--- src/rtl/uart_tx_sched.sv ---
// ---------------------------------------------------------------------------
// uart_tx_sched
//   Shares one UART transmitter between two transmit FIFOs. Channel 0 carries
//   CPU data, channel 1 carries echo/status. One word at a time is popped from
//   the granted FIFO, handed to the transmitter with a start/done handshake,
//   and followed by a programmable inter-frame gap.
//
// Ports
//   clk          : system clock, rising edge
//   reset        : asynchronous, active-low reset
//   en           : 1 = may start new frames; 0 = finish current frame only
//   gap_cycles   : idle cycles inserted after each tx_done_tick (0 = none)
//   empty0/1     : FIFO empty flags
//   r_data0/1    : FIFO head words (valid while not empty)
//   rd0/rd1      : FIFO pop strobes (combinational, issued in IDLE)
//   tx_start     : one-cycle start pulse to the transmitter
//   tx_din       : word being transmitted
//   tx_done_tick : one-cycle pulse from the transmitter at end of stop bit
//   busy         : high in every state except IDLE
//   grant        : channel of the frame in flight, or the last one served
//   sent_count   : completed frames, wraps modulo 2^CNT_WIDTH
// ---------------------------------------------------------------------------
module uart_tx_sched #(
    parameter int unsigned DATA_WIDTH = 8,
    parameter int unsigned GAP_WIDTH  = 8,
    parameter int unsigned CNT_WIDTH  = 16
) (
    input  logic                  clk,
    input  logic                  reset,
    input  logic                  en,
    input  logic [GAP_WIDTH-1:0]  gap_cycles,
    input  logic                  empty0,
    input  logic [DATA_WIDTH-1:0] r_data0,
    output logic                  rd0,
    input  logic                  empty1,
    input  logic [DATA_WIDTH-1:0] r_data1,
    output logic                  rd1,
    output logic                  tx_start,
    output logic [DATA_WIDTH-1:0] tx_din,
    input  logic                  tx_done_tick,
    output logic                  busy,
    output logic                  grant,
    output logic [CNT_WIDTH-1:0]  sent_count
);

    typedef enum logic [1:0] {
        S_IDLE  = 2'd0,
        S_START = 2'd1,
        S_WAIT  = 2'd2,
        S_GAP   = 2'd3
    } state_t;

    state_t                state_q, state_d;
    logic [DATA_WIDTH-1:0] tx_din_q, tx_din_d;
    logic                  grant_q, grant_d;
    logic [GAP_WIDTH-1:0]  gap_q, gap_d;
    logic [CNT_WIDTH-1:0]  cnt_q, cnt_d;
    logic                  busy_q;
    logic                  sel;

    always_ff @(posedge clk or negedge reset) begin
        if (!reset) begin
            state_q  <= S_IDLE;
            tx_din_q <= '0;
            grant_q  <= 1'b1;   // channel 0 wins the first contention
            gap_q    <= '0;
            cnt_q    <= '0;
            busy_q   <= 1'b0;
        end else begin
            state_q  <= state_d;
            tx_din_q <= tx_din_d;
            grant_q  <= grant_d;
            gap_q    <= gap_d;
            cnt_q    <= cnt_d;
            // Registering the next-state decode makes busy track state_q.
            busy_q   <= (state_d != S_IDLE);
        end
    end

    always_comb begin
        state_d  = state_q;
        tx_din_d = tx_din_q;
        grant_d  = grant_q;
        gap_d    = gap_q;
        cnt_d    = cnt_q;
        rd0      = 1'b0;
        rd1      = 1'b0;
        sel      = 1'b0;

        case (state_q)
            S_IDLE: begin
                // The pop strobe is Mealy, so it is also gated by reset to
                // keep the FIFOs untouched while reset is held.
                if (reset && en && (!empty0 || !empty1)) begin
                    if (!empty0 && !empty1) begin
                        sel = ~grant_q;     // round-robin on contention
                    end else begin
                        sel = empty0;       // the only non-empty channel
                    end
                    rd0      = ~sel;
                    rd1      = sel;
                    tx_din_d = sel ? r_data1 : r_data0;
                    grant_d  = sel;
                    state_d  = S_START;
                end
            end
            S_START: begin
                state_d = S_WAIT;
            end
            S_WAIT: begin
                if (tx_done_tick) begin
                    cnt_d = cnt_q + CNT_WIDTH'(1);
                    if (gap_cycles == '0) begin
                        state_d = S_IDLE;
                    end else begin
                        gap_d   = gap_cycles;
                        state_d = S_GAP;
                    end
                end
            end
            S_GAP: begin
                gap_d = gap_q - GAP_WIDTH'(1);
                if (gap_q == GAP_WIDTH'(1)) begin
                    state_d = S_IDLE;
                end
            end
            default: begin
                state_d = S_IDLE;
            end
        endcase
    end

    assign tx_start   = (state_q == S_START);
    assign tx_din     = tx_din_q;
    assign busy       = busy_q;
    assign grant      = grant_q;
    assign sent_count = cnt_q;

endmodule

--- config.mk ---
export PLATFORM = sky130hd
export DESIGN_NAME = uart_tx_sched
export DESIGN_NICKNAME = d
export VERILOG_FILES = /design/src/rtl/uart_tx_sched.sv
export SDC_FILE = /design/constraint.sdc
export NUM_CORES = 1
export LEC_CHECK = 0
export ABC_AREA = 1
export CAP_MARGIN = 15
export CELL_PAD_IN_SITES_DETAIL_PLACEMENT = 0
export CELL_PAD_IN_SITES_GLOBAL_PLACEMENT = 2
export CORE_ASPECT_RATIO = 1.25
export CORE_UTILIZATION = 26
export DETAILED_ROUTE_END_ITERATION = 8
export GPL_TIMING_DRIVEN = 0
export PLACE_DENSITY = 0.8
export REMOVE_ABC_BUFFERS = 1
export SLEW_MARGIN = 20
export SYNTH_ARGS = -nofsm -noshare
export SYNTH_HDL_FRONTEND = slang
export SYNTH_SLANG_ARGS = --single-unit
--- constraint.sdc ---
create_clock -name clk -period 1.65 [get_ports clk]
set_clock_uncertainty 0.15 [all_clocks]
set_input_delay 0.33 -clock clk [delete_from_list [all_inputs] [get_ports clk]]
set_output_delay 0.33 -clock clk [all_outputs]
set_load 0.05 [all_outputs]
==> reports/results.ini, run 1 <==
[synth]
async_flop_share_pct=100
synth_edf_count=0
yosysWarnings=0
syn-cell-area_mm2=0.00198
synthCells=261
seq_area_frac_synth_pct=45.7
yosys_most_used_dff=dfrtp_1
ys_types=25
ys_ff_latch=36
syn_area_per_cell_um2=7.57

[die]
die_w_um=80.0
die_y_um=99.5
die_area_mm2=0.00795
row_count=35
design.core.area_mm2=0.00736
initial_core_util_pct=26.9
ios=59

[routing]
routed_wl_mm=5.50
drc=0
vias=1928
wl_per_cell_um=12.8
drt_iter0_markers=51
dr.pass1.iters=4
antenna_left=0
detail_route.vias_per_cell=4.49

[cells_and_area]
layout-drive-gt1-share_pct=23.7
nets=370
syn_to_final_growth_pct=53.5
final_cell_area_mm2=0.00303
final_cells=429
n_antenna_cell=0
final_util_pct=41.2

[critical_path]
worst-setup-path-type=flop to output port
crit_chain=nor2_4 -> nand4_4 -> nor2_4 -> buf_6
cp_common_cell=nor2_4
startpoint_type=flop
rr_worst_depth=8
cp_data_arrival_time_ns=1.33
cp_slowest_cell=dfrtp_2
worst-path-max-fanout=4
cp.required_ns=1.17
max_stage_delay_ns=0.44
cp-startpoint=state_q[1]$_DFF_PN0_
rr_startpoint=state_q[1]$_DFF_PN0_
cp-endpoint=rd1
endpoint_kind=output port
r2r_setup_slack_ns=0.01
worstReg2RegEnd=sent_count[11]$_DFFE_PN0P_

[power]
p_int_w=0.00195
ir_drop_mv=0.450
p_per_area_mw_per_mm2=1110
net-switching-power_w=0.00140
total_power_w=0.00336
p_leak_nw=1.41
switching_share_pct=41.8
combPwrFrac_pct=40.8
power.share.clock_pct=20.8
seq_power_share_pct=38.4

[run]
cap_violations=0

[clock_network]
cts.path.max_buffers=2
clock-root-buffer=clkbuf_8
cts.clk_slew.worst_paths_ns=0.07
cts_tree=yes
htreeDepth=2
clock_latency_ns=0.28
cts_num_sinks=36
cts_inserted_buffers=5

[timing]
slew_headroom_pct=66.8
hold_viol_final=0
slew_viol_final=0
period_minus_slack_ns=1.81
setup_viol=2
worst_slew_pin_slew_ns=0.500
hold-worst-slack_ns=0.332
fmax_ghz=0.551
fin_ws_ns=-0.164
rsz0062_at_grt=yes
fin_crit_sh_pct=110

[placement]
port-buffer-count=58
dpl.cell_count=410
place_congestion=0.720
placed_cell_area_mm2=0.00268
dp_hpwl_mm=3.95

[status]
violations=negative setup slack
outcome=complete, but fails checks

[grt]
grt_pass1_wl_mm=9.36
grt_max_degree=29
first_global_vias=2002
antenna_found_initial=0
grt_overflow_total=0
grt_use_total_pct=15.1

[worst_hold_path]
hold_path_class=primary input to flop

-- power by group through the flow --
stage,clock network [W],logic [W],registers (W)
CTS,0.000729,0.00131,0.00129
global route,0.000760,0.00152,0.00132
detailed placement,0,0.00130,0.00131
finish,0.000697,0.00137,0.00129
global placement,0,0.00129,0.00131
floorplan,0,0.000636,0.00152
-- synthesized netlist by cell type, types with 5 or more instances --
library cell / instances / area, um^2
nand2_1: 84 / 315
dfrtp_1: 35 / 876
nand3_1: 34 / 170
inv_1: 31 / 116
nor2_1: 26 / 97.6
nand4_1: 9 / 56.3
xnor2_1: 7 / 61.3
o21ai_0: 5 / 25.0
-- how the worst min path moves through the flow --
stage	from	end	slack [ns]	cells after the start
after global placement	tx_din[3]$_DFFE_PN0P_	tx_din[3]$_DFFE_PN0P_	0.33	2
after CTS	tx_din[6]$_DFFE_PN0P_	tx_din[6]$_DFFE_PN0P_	0.36	2
after detailed placement	reset	gap_q[0]$_DFFE_PN0P_	0.05	1
final	empty1	grant$_DFFE_PN1P_	0.33	4
after floorplan	reset	busy$_DFF_PN0_	-0.12	0
after global routing	tx_done_tick	sent_count[0]$_DFFE_PN0P_	0.36	3
-- registers in the layout, indices dropped and copies added, names as in the netlist --
| register | flops |
|---|---|
| tx_din | 8 |
| sent_count | 16 |
| busy | 1 |
| grant | 1 |
| state_q | 2 |
| gap_q | 8 |
-- cells in the final DEF (no fill, tap or decap), types with 9 or more instances in the layout --
cell type,instances
nand4_1,9
inv_1,29
nand3_1,31
dfrtp_1,32
nand2_1,78
nor2_1,20
clkdlybuf4s50_1,25
clkdlybuf4s15_2,13
-- through the flow --
step | setup slack (ns) | setup TNS [ns]
after global routing | -0.238 | -0.782
after global placement | -3.01 | -68.71
after floorplan | -0.292 | -2.62
final | -0.164 | -0.317
after detailed placement | -1.44 | -14.67
after CTS | -0.231 | -0.641
-- critical path, delay by kind of cell, from the launching register on --
family	cells	cell delay [ns]
flip-flops	1	0.44
buffers and inverters	1	0.17
AND/OR/NAND/NOR	3	0.44
-- cell families after synthesis --
group / Yosys count / synth area share [%]
AO/OA/AOI/OAI: 12 / 3.67
XOR/XNOR: 10 / 4.43
adder cells (fa/ha/maj): 3 / 1.90
buffers and inverters: 34 / 6.46
flip-flops: 36 / 45.7
AND/OR/NAND/NOR: 166 / 37.9
-- what timing repair did --
action	in CTS	in global routing
resized for setup	108	45
hold buffers	3	0
setup buffers	6	3
hold endpoints to repair	7	0
pin swaps	4	10
setup endpoints to repair	43	27
-- per-layer routing --
metal  wire length, um  up-vias  GRT usage [%]
li1                  -      981              -
met1              2360      904           18.3
met3               210        4           3.03
met2              2880       39           27.3
met4                51        0           3.30
met5                 0        -              0
-- cell type report --
cell class / instances / area (um^2)
Tap cell: 92 / 115
Clock buffer: 7 / 96.3
Inverter: 32 / 123
Fill cell: 778 / 4320
Sequential cell: 36 / 906
Timing Repair Buffer: 71 / 707
Multi-Input combinational cell: 191 / 1090
Power figures use the tool's default switching activity.
==> run 2, diff against run 1 <==
Settings changed: CORE_UTILIZATION 26 to 28, PLACE_DENSITY 0.8 to 0.85.
Clock period 1.65 ns to 2.2 ns, I/O delays scaled along.
==> reports/results.ini, run 2 (synthesis gave the netlist of run 1 again) <==
[power]
switching_share_pct=42.0
p_per_area_mw_per_mm2=857
combPwrFrac_pct=39.6
net-switching-power_w=0.00103
p_int_w=0.00143
seq_power_share_pct=39.6
p_leak_nw=1.36
power.share.clock_pct=20.8
ir_drop_mv=0.249

[cells_and_area]
final_cell_mix=nand2_1, clkdlybuf4s50_1, dfrtp_1
largest_reg_flops=16
layout-drive-gt1-share_pct=8.11
final_common_cell=nand2_1
nets=365
n_antenna_cell=0
final_cells=420
syn_to_final_growth_pct=45.2

[timing]
slew_viol_final=0
fin_crit_sh_pct=97.5
worst_slew_pin_slew_ns=0.899
setup_tns_ns=0
rsz0062_at_grt=no
hold_viol_final=0
fmax_ghz=0.466
slew_headroom_pct=39.9
period_minus_slack_ns=2.15
setup_viol=0

[clock_network]
cts.clk_slew.worst_paths_ns=0.08
clock_latency_ns=0.29
htreeDepth=2
cts_tree=yes
cts_inserted_buffers=5
clock-root-buffer=clkbuf_8
cts_num_sinks=36
cts.path.max_buffers=2

[grt]
antenna_found_initial=0
first_global_vias=1856
grt_pass1_wl_mm=8.75
grt_overflow_total=0
grt_max_degree=20
grt_use_total_pct=15.5

[routing]
dr.pass1.iters=5
vias=1925
drt_iter0_markers=53
antenna_left=0
wl_per_cell_um=12.8
detail_route.vias_per_cell=4.58
routed_wl_mm=5.37
drc=0

[critical_path]
worst-path-stages=1
max_stage_delay_ns=0.83
cp_data_arrival_time_ns=1.56
cp_num_buf_inv=1
startpoint_type=flop
worst-setup-path-type=flop to output port
crit_chain=clkdlybuf4s50_1
rr_worst_depth=6
worst-path-max-fanout=4
cp_slowest_cell=clkdlybuf4s50_1
cp.required_ns=1.61
endpoint_kind=output port
crit_family=buffers and inverters

[die]
die_y_um=95.9
initial_core_util_pct=29.5
row_count=33
die_area_mm2=0.00740
ios=59
design.core.area_mm2=0.00669
die_w_um=77.1

[worst_hold_path]
hold_depth=2
hold_path_class=flop to flop

[placement]
port-buffer-count=58
dp_hpwl_mm=3.78
dpl.cell_count=405
place_congestion=0.736

[run]
cap_violations=0

[status]
outcome=completed

## run 2: cell types whose count changed in the layout (fill, tap and decap cells not counted), moves of 5 or more
cell	previous run	this run
clkdlybuf4s50_1	25	48
clkdlybuf4s15_2	13	0
nand2_1	78	84
buf_2	5	0
clkbuf_2	5	0
nor2_1	20	25
## run 2: timing repair
action	4_1_cts	5_1_grt
hold buffers	3	0
pin swaps	3	0
gates resized for setup	20	7
buffers inserted	4	0
endpoints found under the setup margin	5	5
endpoints found under the hold margin	16	0
## run 2: worst register-to-register path, cell delays in order, from the launching register on
cell      delay, ns
dfrtp_1        0.47
nand2_2        0.29
clkinv_1       0.32
o21ai_0        0.15
nand2_1        0.08
nor2_1         0.14
nand2_1        0.06
## run 2: area by class of cell
class | count | area (um^2)
Timing Repair Buffer | 66 | 668
Multi-Input combinational cell | 191 | 976
Tap cell | 87 | 109
Clock inverter | 1 | 7.51
Clock buffer | 7 | 86.3
Fill cell | 705 | 3820
Sequential cell | 36 | 902
Inverter | 32 | 120
## run 2: per-stage QoR
step / hold WS, ns / cell area [um^2] / total power, W / utilization [%] / setup slack (ns)
2_1_floorplan: -0.00559 / 1970 / 0.00162 / - / 0.148
3_3_place_gp: 0.330 / 2660 / 0.00194 / 39.7 / -2.67
3_5_place_dp: 0.268 / 2680 / 0.00195 / 40.1 / -1.20
4_1_cts: 0.361 / 2850 / 0.00249 / 42.6 / 0.00923
5_1_grt: 0.383 / 2870 / 0.00263 / 42.9 / 0.000329
6_report: 0.351 / 2870 / 0.00246 / 42.9 / 0.0542
## run 2: path summary, 6_finish.rpt
check | from | end | slack, ns
max | sent_count[8]$_DFFE_PN0P_ | sent_count[8] | 0.05
min | tx_din[1]$_DFFE_PN0P_ | tx_din[1]$_DFFE_PN0P_ | 0.35
max reg2reg | state_q[0]$_DFF_PN0_ | busy$_DFF_PN0_ | 0.43
min reg2reg | tx_din[1]$_DFFE_PN0P_ | tx_din[1]$_DFFE_PN0P_ | 0.35
max in group asynchronous | reset | gap_q[7]$_DFFE_PN0P_ | 0.55
min in group asynchronous | reset | grant$_DFFE_PN1P_ | 0.55
## run 2: routing by layer
metal / part of all wire [%] / up-vias / GRT usage [%]
li1: - / 972 / -
met1: 42 / 897 / 18.0
met2: 51 / 47 / 27.7
met3: 5.3 / 9 / 3.60
met4: 1.9 / 0 / 5.66
met5: 0 / - / 0
## run 2: power groups by stage
stage | Combinational (W) | Sequential [W] | Clock, W
floorplan | 0.000477 | 0.00114 | 0
global placement | 0.000963 | 0.000980 | 0
detailed placement | 0.000973 | 0.000980 | 0
CTS | 0.000987 | 0.000974 | 0.000525
global route | 0.00109 | 0.000998 | 0.000549
finish | 0.000974 | 0.000975 | 0.000512
